**src/rtl/pipe_hazard_ctrl.sv**
```systemverilog
// Hazard, forwarding and stall controller for the 5-stage pipeline: forward selects, load-use stall, branch flush, memory wait/timeout.
// Combinational outputs, same cycle; optional `PIPE_STORE_FWD_EN` lets a store take load data in MEM instead of stalling.
module pipe_hazard_ctrl #(
   parameter int REG_AW       = 5,
   parameter int FWD_DEPTH    = 2,
   parameter int LOAD_READY   = 1,
   parameter int BRANCH_FLUSH = 3,
   parameter int MEM_TIMEOUT  = 15
) (
   input  logic                              clk,
   input  logic                              rst,
   input  logic [REG_AW-1:0]                 rs_addr,
   input  logic [REG_AW-1:0]                 rt_addr,
   input  logic                              rs_used,
   input  logic                              rt_used,
   input  logic                              id_is_store,
   input  logic                              id_is_branch,
   input  logic [FWD_DEPTH*REG_AW-1:0]       stg_waddr,
   input  logic [FWD_DEPTH-1:0]              stg_wen,
   input  logic [FWD_DEPTH-1:0]              stg_load,
   input  logic                              mem_req,
   input  logic                              mem_ack,
   input  logic                              debug_en,
   input  logic                              debug_step,
   output logic [$clog2(FWD_DEPTH+1)-1:0]    fwd_a_sel,
   output logic [$clog2(FWD_DEPTH+1)-1:0]    fwd_b_sel,
   output logic                              store_fwd,
   output logic                              id_flush,
   output logic                              mem_err,
   output logic [4:0]                        stage_en,
   output logic [4:0]                        stage_rst
);

   localparam int SELW = $clog2(FWD_DEPTH + 1);
   localparam int BCW  = ($clog2(BRANCH_FLUSH) < 2) ? 2 : $clog2(BRANCH_FLUSH);
   localparam int WCW  = $clog2(MEM_TIMEOUT + 1);

   typedef enum logic [1:0] {
      S_IDLE = 2'd0,
      S_WAIT = 2'd1,
      S_ERR  = 2'd2
   } mem_state_t;

   typedef struct packed {
      logic            haz;
      logic            stg0;
      logic [SELW-1:0] sel;
   } lookup_t;

   // Lowest matching stage wins: scan from the top so earlier stages overwrite.
   function automatic lookup_t fwd_lookup(
      input logic [REG_AW-1:0]           addr,
      input logic                        used,
      input logic [FWD_DEPTH*REG_AW-1:0] waddr,
      input logic [FWD_DEPTH-1:0]        wen,
      input logic [FWD_DEPTH-1:0]        ld
   );
      lookup_t r;
      r = '0;
      if (used && (addr != '0)) begin
         for (int i = FWD_DEPTH - 1; i >= 0; i--) begin
            if (wen[i] && (waddr[i*REG_AW +: REG_AW] == addr)) begin
               r.stg0 = (i == 0);
               r.haz  = ld[i] && (i < LOAD_READY);
               r.sel  = SELW'(i + 1);
            end
         end
         if (r.haz) r.sel = '0;
      end
      return r;
   endfunction

   mem_state_t     r_state;
   mem_state_t     w_state_nxt;
   logic [WCW-1:0] r_wcnt;
   logic [WCW-1:0] w_wcnt_nxt;
   logic [BCW-1:0] r_bcnt;
   logic           r_step_prev;

   lookup_t        w_lk_a;
   lookup_t        w_lk_b;
   logic           w_store_fwd;
   logic           w_load_stall;
   logic           w_mem_stall;
   logic           w_err;
   logic           w_dbg_hold;
   logic           w_take_br;
   logic           w_id_flush;
   logic [4:0]     w_en;
   logic [4:0]     w_srst;

   always_comb begin
      w_lk_a = fwd_lookup(rs_addr, rs_used, stg_waddr, stg_wen, stg_load);
      w_lk_b = fwd_lookup(rt_addr, rt_used, stg_waddr, stg_wen, stg_load);
   end

`ifdef PIPE_STORE_FWD_EN
   // A SW only needs rt in MEM, so a stage-0 load can feed it there without a bubble.
   assign w_store_fwd = w_lk_b.haz & ~w_lk_a.haz & id_is_store & w_lk_b.stg0;
`else
   logic w_unused_store;
   assign w_unused_store = id_is_store;
   assign w_store_fwd    = 1'b0;
`endif

   assign w_load_stall = w_lk_a.haz | (w_lk_b.haz & ~w_store_fwd);
   assign w_err        = (r_state == S_ERR);
   assign w_dbg_hold   = debug_en & ~(debug_step & ~r_step_prev);

   always_comb begin
      w_state_nxt = r_state;
      w_wcnt_nxt  = r_wcnt;
      w_mem_stall = 1'b0;
      case (r_state)
         S_IDLE: begin
            w_mem_stall = mem_req & ~mem_ack;
            if (mem_req && !mem_ack) begin
               w_state_nxt = S_WAIT;
               w_wcnt_nxt  = WCW'(1);
            end
         end
         S_WAIT: begin
            w_mem_stall = mem_req & ~mem_ack;
            if (mem_ack) begin
               w_state_nxt = S_IDLE;
               w_wcnt_nxt  = '0;
            end else if (r_wcnt == WCW'(MEM_TIMEOUT)) begin
               w_state_nxt = S_ERR;
            end else begin
               w_wcnt_nxt = r_wcnt + WCW'(1);
            end
         end
         S_ERR: begin
            w_state_nxt = S_ERR;
         end
         default: begin
            w_state_nxt = S_IDLE;
            w_wcnt_nxt  = '0;
         end
      endcase
   end

   always_ff @(posedge clk or negedge rst) begin
      if (!rst) begin
         r_state <= S_IDLE;
         r_wcnt  <= '0;
      end else begin
         r_state <= w_state_nxt;
         r_wcnt  <= w_wcnt_nxt;
      end
   end

   always_comb begin
      w_en = 5'b11111;
      if (w_err)             w_en = 5'b00000;
      else if (w_mem_stall)  w_en = 5'b10000;
      else if (w_dbg_hold)   w_en = 5'b00000;
      else if (w_load_stall) w_en = 5'b11100;
   end

   assign w_take_br  = id_is_branch & w_en[1];
   assign w_id_flush = w_take_br | (r_bcnt != '0);

   always_comb begin
      w_srst = 5'b00000;
      if (!w_err) begin
         if (w_mem_stall) begin
            w_srst = 5'b10000;
         end else if (!w_dbg_hold) begin
            if (w_load_stall)    w_srst = 5'b00100;
            else if (w_id_flush) w_srst = 5'b00010;
         end
      end
   end

   // Flush count only advances when EXE moves, so frozen cycles stretch the flush.
   always_ff @(posedge clk or negedge rst) begin
      if (!rst) begin
         r_bcnt <= '0;
      end else if (w_take_br) begin
         r_bcnt <= BCW'(BRANCH_FLUSH - 1);
      end else if (w_en[2] && (r_bcnt != '0)) begin
         r_bcnt <= r_bcnt - BCW'(1);
      end
   end

   always_ff @(posedge clk or negedge rst) begin
      if (!rst) r_step_prev <= 1'b0;
      else      r_step_prev <= debug_step;
   end

   assign fwd_a_sel = rst ? w_lk_a.sel  : '0;
   assign fwd_b_sel = rst ? w_lk_b.sel  : '0;
   assign store_fwd = rst & w_store_fwd;
   assign id_flush  = rst & w_id_flush;
   assign mem_err   = w_err;
   assign stage_en  = rst ? w_en   : 5'b11111;
   assign stage_rst = rst ? w_srst : 5'b11111;

endmodule

```
**config.mk**
```make
export PLATFORM = sky130hd
export DESIGN_NAME = pipe_hazard_ctrl
export DESIGN_NICKNAME = d
export VERILOG_FILES = /design/src/rtl/pipe_hazard_ctrl.sv
export SDC_FILE = /design/constraint.sdc
export NUM_CORES = 1
export LEC_CHECK = 0
export BUFFER_PORTS_ARGS = -buffer_cell sky130_fd_sc_hd__buf_2
export CELL_PAD_IN_SITES_DETAIL_PLACEMENT = 1
export CELL_PAD_IN_SITES_GLOBAL_PLACEMENT = 2
export CORE_UTILIZATION = 23
export DETAILED_ROUTE_END_ITERATION = 16
export PLACE_DENSITY_LB_ADDON = 0.1
export RECOVER_POWER = 50
export SLEW_MARGIN = 20
export SYNTH_ARGS = -nofsm -noshare
export SYNTH_HDL_FRONTEND = slang
export SYNTH_SLANG_ARGS = --single-unit
```
**constraint.sdc**
```tcl
create_clock -name clk -period 2.7 [get_ports clk]
set_clock_uncertainty 0.1 [all_clocks]
set_input_delay 0.54 -clock clk [delete_from_list [all_inputs] [get_ports clk]]
set_output_delay 0.54 -clock clk [all_outputs]
set_load 0.005 [all_outputs]
```
==> results of run 1 <==
-- how the worst min path moves through the flow --
stage,from,to,slack [ns],cells after the start
5_1_grt,debug_step,r_step_prev$_DFF_PN0_,0.34,1
4_1_cts,rst,r_step_prev$_DFF_PN0_,0.30,2
2_1_floorplan,rst,r_bcnt[0]$_DFFE_PN0P_,0.14,0
3_5_place_dp,r_wcnt[1]$_DFFE_PN0P_,r_wcnt[1]$_DFFE_PN0P_,0.42,1
6_report,debug_step,r_step_prev$_DFF_PN0_,0.34,1
3_3_place_gp,r_wcnt[1]$_DFFE_PN0P_,r_wcnt[1]$_DFFE_PN0P_,0.41,1
-- kinds of logic (layout without fill, tap and decap cells) --
kind of cell,after synthesis,count (layout),share of synthesized area (%)
other,1,1,0.402
adder cells (fa/ha/maj),2,2,2.68
buffers and inverters,12,58,6.44
XOR/XNOR,21,21,19.7
AND/OR/NAND/NOR,43,43,26.6
flip-flops,9,9,24.2
AO/OA/AOI/OAI,24,24,20.0
-- flip-flops by register name (all words and copies together) (netlist names) --
register / count
r_step_prev: 1
r_bcnt: 2
r_wcnt: 4
r_state: 2
-- critical path: stages --
cell and delay (ns):
buf_2 0.12, or4_1 0.59, o21ai_4 0.20, o22ai_2 0.14, a31oi_1 0.22, buf_2 0.15
-- metrics by stage --
step,setup WS (ns),hold slack (ns)
global placement,0.0297,0.406
CTS,0.0509,0.304
finish,0.103,0.344
floorplan,0.288,0.144
detailed placement,0.0551,0.416
global route,0.0137,0.338
-- area by class of cell --
type,count,area (sq um)
Timing Repair Buffer,48,236
Clock buffer,4,45.0
Inverter,6,22.5
Fill cell,472,2520
Tap cell,48,60.1
Sequential cell,9,225
Multi-Input combinational cell,91,661
-- layer usage --
metal,vias up,wire length (microns)
met3,0,79
met1,460,1230
met4,0,0
met5,-,0
met2,16,1340
li1,490,-
-- power groups by stage --
stage	registers, mW	logic [mW]	clock network [mW]
floorplan	0.175	0.149	0
global placement	0.177	0.221	0
detailed placement	0.179	0.227	0
CTS	0.177	0.228	0.159
global route	0.180	0.256	0.171
finish	0.177	0.224	0.155
-- cell usage in the layout, fill, tap and decap left out, types with 3 or more instances in the layout --
cell type / count
buf_2: 45
xnor2_1: 13
nand2_1: 11
dfrtp_1: 9
xor2_1: 8
nand3_1: 7
inv_1: 6
nand2b_1: 4
o21ai_0: 4
nand4_1: 4
a21oi_1: 4
clkbuf_1: 4
nor3_1: 3
clkbuf_8: 3
-- timing repair --
| item | CTS | global route |
|---|---|---|
| gates resized for setup | 0 | 2 |
| endpoints found under the hold margin | 0 | 0 |
| setup endpoints to repair | 0 | 4 |
==> impl_metrics.json, run 1 <==
{
  "worst_pin_slew_ns": 0.589,
  "synth-warning-count": 0,
  "grt_pass1_wl_microns": 4620,
  "netlist_area_sq_um": 932,
  "synthTopCellsByCount": "xnor2_1, nand2_1, dfrtp_1",
  "grt_use_total_pct": 13.6,
  "use_met3_pct": 2.78,
  "viasPerCell": 4.69,
  "pin_count": 51,
  "crit_path_end": "stage_en[0]",
  "numCtsBuffers": 3,
  "drc": 0,
  "portBuffers": 47,
  "timing.final.crit_share_pct": 96.2,
  "grt_max_degree": 13,
  "final.setup.tns_ns": 0,
  "synth_cells": 112,
  "timing_worst_setup_path_type": "in -> out",
  "core-area_sq_um": 3770,
  "diodes": 0,
  "netlist_top_cells_area": "dfrtp_1, xnor2_1, xor2_1",
  "ir_drop_mv": 0.274,
  "layout-drive-gt1-share_pct": 37.3,
  "die_x_microns": 65.7,
  "worst-r2r-setup-slack_ns": 0.98,
  "die_h_microns": 65.7,
  "power_switching_mw": 0.185,
  "fin_cells": 206,
  "firstDrtPassIters": 4,
  "r2r-end": "r_bcnt[1]$_DFFE_PN0P_",
  "setup_viol_count_final": 0,
  "clk_pin_slew_ns": 0.05,
  "busiest_layer": "met2",
  "hold_viol": 0,
  "die_area_sq_um": 4310,
  "hpwl_microns": 2320,
  "worstPathArrival_ns": 1.96,
  "dp.cells": 202,
  "cts_tree": "done",
  "clock.fmax_mhz": 385,
  "pwr-share-seq_pct": 31.9,
  "rsz0062_at_grt": "no",
  "drv_slew": 0,
  "clock_power_share_pct": 27.8,
  "leakagePower_nw": 0.549,
  "antenna_left": 0,
  "synth_edf_count": 0,
  "clk-insertion-delay-late_ns": 0.23,
  "path_max_fanout": 4,
  "vias": 966,
  "clock_path_buffers": 2,
  "wl_microns": 2650,
  "maxCapViolCount": 0,
  "crit_required_ns": 2.06,
  "cp-startpoint": "rt_addr[1]",
  "sw_frac_of_total_pct": 33.4,
  "intPower_mw": 0.370,
  "cts_setup_buffers": 0,
  "async_reset_ff_share_pct": 100,
  "cts-root-buf": "clkbuf_8",
  "min_path_type": "in -> reg",
  "rows": 22,
  "antenna_found_initial": 0,
  "syn_area_per_cell_sq_um": 8.32,
  "seq_area_frac_synth_pct": 24.2,
  "cp-start-kind": "primary input",
  "p_total_mw": 0.556,
  "syn_nets": 148,
  "yosysTopAreaCell": "dfrtp_1",
  "period_minus_slack_ns": 2.60,
  "status": "complete, no violations",
  "cts.sinks": 9,
  "wl_per_cell_microns": 12.9,
  "fin_area_sq_um": 1250,
  "place_area_sq_um": 1200,
  "final_core_util_pct": 33.1,
  "grt_pass1_vias": 1049,
  "comb_power_share_pct": 40.3,
  "synth_top_area_share_pct": 24.2,
  "initial_core_util_pct": 24.7,
  "ys_seq_elements": 9,
  "grt.overflow.total": 0,
  "htreeDepth": 1,
  "timing.rr.start": "r_step_prev$_DFF_PN0_",
  "ys_types": 38,
  "cts_hold_buffers": 0,
  "gp_congestion": 0.755,
  "power.density_nw_per_um2": 445,
  "endpoint_kind": "primary output",
  "drt_iter0_drc": 18,
  "layout-area-overhead-vs-synth_pct": 34.1,
  "met2_usage_pct": 24.2,
  "ys.flop_type": "dfrtp_1",
  "r2r_cells": 5,
  "met1_usage_pct": 16.4,
  "nNetsFinal": 195,
  "slew_headroom_pct": 60.7,
  "synth_most_common_cell": "xnor2_1"
}
(Power assumes the default switching activity.)
==> inputs of run 2 (changes only) <==
--- a/config.mk
+++ b/config.mk
@@ -10,7 +10,7 @@
 export CELL_PAD_IN_SITES_GLOBAL_PLACEMENT = 2
 export CORE_UTILIZATION = 23
 export DETAILED_ROUTE_END_ITERATION = 16
-export PLACE_DENSITY_LB_ADDON = 0.1
+export PLACE_DENSITY = 0.76
 export RECOVER_POWER = 50
 export SLEW_MARGIN = 20
 export SYNTH_ARGS = -nofsm -noshare
==> run 2 against run 1 <==
Die area stayed put. Critical path depth stayed put. Clock power hardly changed. Total power is 0.47% higher. Clock-buffer cell count stayed put. Register-to-register slack worse by 0.19 ns. Core utilization is 0.30 points lower. Combinational power hardly changed. First-iteration DRC count is 130% higher. Worst hold slack worse by 0.25 ns. Final cell count stayed put. Largest power group unchanged. Highest routed layer unchanged.
==> impl_metrics.json, run 2 (synthesis results as in run 1) <==
{
  "status": "complete, no violations",
  "reg.largest.list": "r_wcnt x4, r_bcnt x2, r_state x2",
  "grt_max_degree": 17,
  "met2_usage_pct": 26.5,
  "p_total_mw": 0.558,
  "antenna_found_initial": 0,
  "dp.cells": 202,
  "pwr-share-seq_pct": 31.7,
  "drt_iter0_drc": 41,
  "layout-area-overhead-vs-synth_pct": 32.9,
  "grt.overflow.total": 0,
  "pin_count": 51,
  "wl_per_cell_microns": 13.6,
  "crit_required_ns": 2.06,
  "cts_tree": "done",
  "vias": 973,
  "comb_power_share_pct": 40.7,
  "power_switching_mw": 0.188,
  "hpwl_microns": 2410,
  "initial_core_util_pct": 24.7,
  "cp.buffers_inverters": 2,
  "leakagePower_nw": 0.548,
  "cts_hold_buffers": 0,
  "core-area_sq_um": 3770,
  "path_max_fanout": 4,
  "die_h_microns": 65.7,
  "rsz0062_at_grt": "no",
  "slowest_delay_ns": 0.56,
  "power.density_nw_per_um2": 451,
  "antenna_left": 0,
  "met1_usage_pct": 17.0,
  "grt_use_total_pct": 14.2,
  "path_delay_family": "compound AO/OA/AOI/OAI gates",
  "slowest_stage": "or4_1",
  "fin_area_sq_um": 1240,
  "clk_pin_slew_ns": 0.04,
  "cts.sinks": 9,
  "place_area_sq_um": 1200,
  "portBuffers": 47,
  "drc": 0,
  "use_met3_pct": 2.60,
  "final.setup.tns_ns": 0,
  "mostFrequentLayoutCell": "buf_2",
  "ir_drop_mv": 0.195,
  "slew_headroom_pct": 42.8,
  "timing.final.crit_share_pct": 96.1,
  "top_register": "r_wcnt",
  "setup_viol_count_final": 0,
  "rows": 22,
  "hold_viol": 0,
  "wl_microns": 2800,
  "clock_path_buffers": 2,
  "clock_power_share_pct": 27.6,
  "clk-insertion-delay-late_ns": 0.23,
  "period_minus_slack_ns": 2.59,
  "worst_pin_slew_ns": 0.856,
  "intPower_mw": 0.370,
  "timing_worst_setup_path_type": "in -> out",
  "min_path_type": "in -> async",
  "cts-root-buf": "clkbuf_8",
  "diodes": 0,
  "fin_cells": 206,
  "cts_setup_buffers": 0,
  "clock.fmax_mhz": 385,
  "crit_top_cell": "buf_2",
  "viasPerCell": 4.72,
  "maxCapViolCount": 0,
  "grt_pass1_wl_microns": 4770,
  "drv_slew": 0,
  "die_area_sq_um": 4310,
  "layout_common_cells": "buf_2, xnor2_1, nand2_1, dfrtp_1, xor2_1",
  "die_x_microns": 65.7,
  "cp-start-kind": "primary input",
  "sw_frac_of_total_pct": 33.8,
  "nNetsFinal": 195,
  "firstDrtPassIters": 4,
  "gp_congestion": 0.787,
  "worstPathArrival_ns": 1.95,
  "largest_reg_flops": 4,
  "endpoint_kind": "primary output",
  "numCtsBuffers": 3,
  "grt_pass1_vias": 1024,
  "busiest_layer": "met2",
  "cp_cell_sequence": "buf_2 -> or4_1 -> o21ai_2 -> o22ai_2 -> a31oi_1 -> buf_2",
  "htreeDepth": 1,
  "layout-drive-gt1-share_pct": 37.3
}
-- run 2: changes by cell type in the layout (fill, tap and decap cells not counted), sizes merged --
cell	delta
clkbuf	-1
buf	+1
-- run 2: final cells by class --
type / count / area (sq um)
Multi-Input combinational cell: 91 / 648
Clock buffer: 4 / 45.0
Inverter: 6 / 22.5
Tap cell: 48 / 60.1
Timing Repair Buffer: 48 / 238
Fill cell: 471 / 2530
Sequential cell: 9 / 225
-- run 2: metal layers --
metal  up-vias  wire length, microns
li1        487                     -
met1       466                  1200
met2        20                  1510
met3         0                    94
met4         0                     0
met5         -                     0
-- run 2: metrics by stage --
step           hold WS (ns)  util (%)  setup slack [ns]
2_1_floorplan         0.144         -             0.288
3_3_place_gp          0.343      31.8            0.0928
3_5_place_dp          0.348      31.8            0.0825
4_1_cts              0.0925      32.9            0.0747
5_1_grt               0.110      32.8           0.00387
6_report             0.0937      32.8             0.106
-- run 2: worst reg2reg max path, cell delays in order, from the launching register on --
cell and delay [ns]:
dfrtp_1 0.39, nor3b_1 0.72, or2_2 0.30, a21boi_0 0.19, o22ai_1 0.10
-- run 2: final timing paths --
| check | slack, ns | endpoint | startpoint | depth (start not counted) |
|---|---|---|---|---|
| max | 0.11 | stage_en[0] | rt_addr[1] | 6 |
| min | 0.09 | r_state[1]$_DFFE_PN0P_ | rst | 1 |
| max reg2reg | 0.79 | r_wcnt[3]$_DFFE_PN0P_ | r_state[1]$_DFFE_PN0P_ | 4 |
| min reg2reg | 0.42 | r_wcnt[1]$_DFFE_PN0P_ | r_wcnt[1]$_DFFE_PN0P_ | 1 |
| max in group asynchronous | 1.83 | r_wcnt[3]$_DFFE_PN0P_ | rst | 2 |
| min in group clk | 0.36 | r_step_prev$_DFF_PN0_ | debug_step | 1 |
-- run 2: power groups by stage --
stage                     Combinational (mW)  Sequential (mW)  Clock (mW)
after floorplan                        0.149            0.175           0
after global placement                 0.219            0.177           0
after detailed placement               0.230            0.179           0
after CTS                              0.231            0.177       0.161
after global routing                   0.258            0.180       0.168
final                                  0.227            0.177       0.154
-- run 2: what timing repair did --
| action | 4_1_cts | 5_1_grt |
|---|---|---|
| hold endpoints to repair | 0 | 0 |
| endpoints found under the setup margin | 0 | 4 |
| resized for setup | 0 | 1 |
==> inputs of run 3 (changes only) <==
==> constraint.sdc (replaced) <==
create_clock -name clk -period 2.9 [get_ports clk]
set_clock_uncertainty 0.1 [all_clocks]
set_input_delay 0.58 -clock clk [delete_from_list [all_inputs] [get_ports clk]]
set_output_delay 0.58 -clock clk [all_outputs]
set_load 0.005 [all_outputs]
==> run 3 against run 2 <==
Worst hold slack improved by 0.092 ns. Register-to-register slack improved by 0.27 ns. Sequential share of layout area increased by 0.19 points. Wire length decreased by 4.3%. Global-route usage decreased by 0.73 points. Die area unchanged. Critical endpoint is now stage_rst[2]. Largest cell class unchanged. Highest routed layer is now met4.
==> impl_metrics.json, run 3 (synthesis results as in run 1) <==
{
  "layout-drive-gt1-share_pct": 35.7,
  "viasPerCell": 4.86,
  "layout-area-overhead-vs-synth_pct": 31.5,
  "drc": 0,
  "worstPathArrival_ns": 2.06,
  "status": "complete, no violations",
  "timing_worst_setup_path_type": "in -> out",
  "cp-start-kind": "primary input",
  "die_area_sq_um": 4310,
  "period_minus_slack_ns": 2.74,
  "comb_power_share_pct": 40.5,
  "grt_max_degree": 23,
  "r2r-end": "r_wcnt[3]$_DFFE_PN0P_",
  "final.setup.tns_ns": 0,
  "path_delay_family": "simple AND/OR/NAND/NOR gates",
  "crit_top_cell": "buf_2",
  "power_switching_mw": 0.174,
  "clock_path_buffers": 2,
  "firstDrtPassIters": 2,
  "numCtsBuffers": 3,
  "setup_viol_count_final": 0,
  "top_register": "r_wcnt",
  "power.density_nw_per_um2": 422,
  "grt.overflow.total": 0,
  "ir_drop_mv": 0.188,
  "fin_cells": 205,
  "fin_area_sq_um": 1230,
  "grt_use_total_pct": 13.5,
  "timing.final.crit_share_pct": 94.4,
  "grt_pass1_wl_microns": 4610,
  "maxCapViolCount": 0,
  "rsz0062_at_grt": "no",
  "die_h_microns": 65.7,
  "cts-root-buf": "clkbuf_8",
  "htreeDepth": 1,
  "clk-insertion-delay-late_ns": 0.23,
  "worst-r2r-setup-slack_ns": 1.06,
  "clock.fmax_mhz": 365,
  "drt_iter0_drc": 18,
  "reg.largest.list": "r_wcnt x4, r_bcnt x2, r_state x2",
  "rows": 22,
  "route.met2.wl_microns": 1400,
  "timing.rr.start": "r_state[1]$_DFFE_PN0P_",
  "path_max_fanout": 4,
  "sw_frac_of_total_pct": 33.5,
  "ctsResizeCount": 0,
  "cts_tree": "done",
  "dp.cells": 201,
  "cts.sinks": 9,
  "nNetsFinal": 194,
  "wl_met1_microns": 1170,
  "min_path_type": "in -> async",
  "pwr-share-seq_pct": 32.0,
  "hpwl_microns": 2340,
  "grt_pass1_vias": 1077,
  "leakagePower_nw": 0.539,
  "cp.buffers_inverters": 2,
  "core-area_sq_um": 3770,
  "die_x_microns": 65.7,
  "intPower_mw": 0.344,
  "wl_per_cell_microns": 13.1,
  "r2r_cells": 4,
  "endpoint_kind": "primary output",
  "cts_hold_buffers": 0,
  "portBuffers": 47,
  "top_layer_used": "met4",
  "antenna_found_initial": 0,
  "layout_common_cells": "buf_2, xnor2_1, nand2_1, dfrtp_1, xor2_1",
  "place_area_sq_um": 1190,
  "initial_core_util_pct": 24.7,
  "hold_ws_ns": 0.186,
  "slowest_stage": "nor4_1",
  "gp_congestion": 0.774,
  "diodes": 0,
  "slew_headroom_pct": 48.1,
  "pin_count": 51,
  "hold_viol": 0,
  "mostFrequentLayoutCell": "buf_2",
  "cts_setup_buffers": 0,
  "slowest_delay_ns": 0.44,
  "cp_cell_sequence": "buf_2 -> xor2_1 -> nor4_1 -> nand3_1 -> o22a_2 -> o21ai_0 -> buf_2",
  "dr_wl_met3_microns": 86,
  "vias": 997,
  "wl_microns": 2680,
  "largest_reg_flops": 4,
  "clk_pin_slew_ns": 0.05,
  "drv_slew": 0,
  "antenna_left": 0,
  "crit_required_ns": 2.22,
  "worst_pin_slew_ns": 0.777,
  "p_total_mw": 0.518,
  "clock_power_share_pct": 27.5
}
==> run 3: changes by cell type in the layout (fill, tap and decap cells not counted) <==
cell      change
nor4_1        +1
nor4_2        -1
clkbuf_1      +1
buf_2         -2
==> run 3: per-stage QoR <==
stage | setup WS, ns | utilization [%]
floorplan | 0.408 | -
global placement | 0.224 | 31.6
detailed placement | 0.147 | 31.6
CTS | 0.143 | 32.7
global route | 0.0289 | 32.5
finish | 0.162 | 32.5
==> run 3: worst max path at each step <==
stage	depth (start not counted)	startpoint	to
after CTS	6	rt_addr[1]	stage_en[0]
after global routing	7	stg_waddr[4]	stage_en[0]
final	7	stg_waddr[4]	stage_rst[2]
after global placement	7	stg_waddr[4]	stage_rst[2]
after detailed placement	6	rt_addr[1]	stage_en[0]
after floorplan	5	rs_addr[2]	stage_en[1]
==> run 3: layout make-up <==
cell class / instances / area (sq um)
fill: 474 / 2540
tap: 48 / 60.1
multi-input combinational: 91 / 642
timing repair buffer: 47 / 231
sequential: 9 / 225
clock buffer: 4 / 45.0
inverter: 6 / 22.5
==> run 3: power by group through the flow <==
stage,sequential (mW),combinational [mW],clock [mW]
after floorplan,0.163,0.139,0
after global placement,0.165,0.203,0
after detailed placement,0.167,0.214,0
after CTS,0.166,0.214,0.146
after global routing,0.168,0.239,0.156
final,0.166,0.209,0.142
==> run 3: metal layers <==
layer / vias up / GRT usage, %
met5: - / 0
met4: 0 / 2.99
met3: 4 / 1.91
met2: 22 / 26.3
met1: 484 / 15.0
li1: 487 / -
==> run 3: worst register-to-register path: stages, from the launching register on <==
cell and delay (ns):
dfrtp_1 0.39, nor3b_1 0.66, or2_2 0.28, a21boi_0 0.19, o22ai_1 0.10
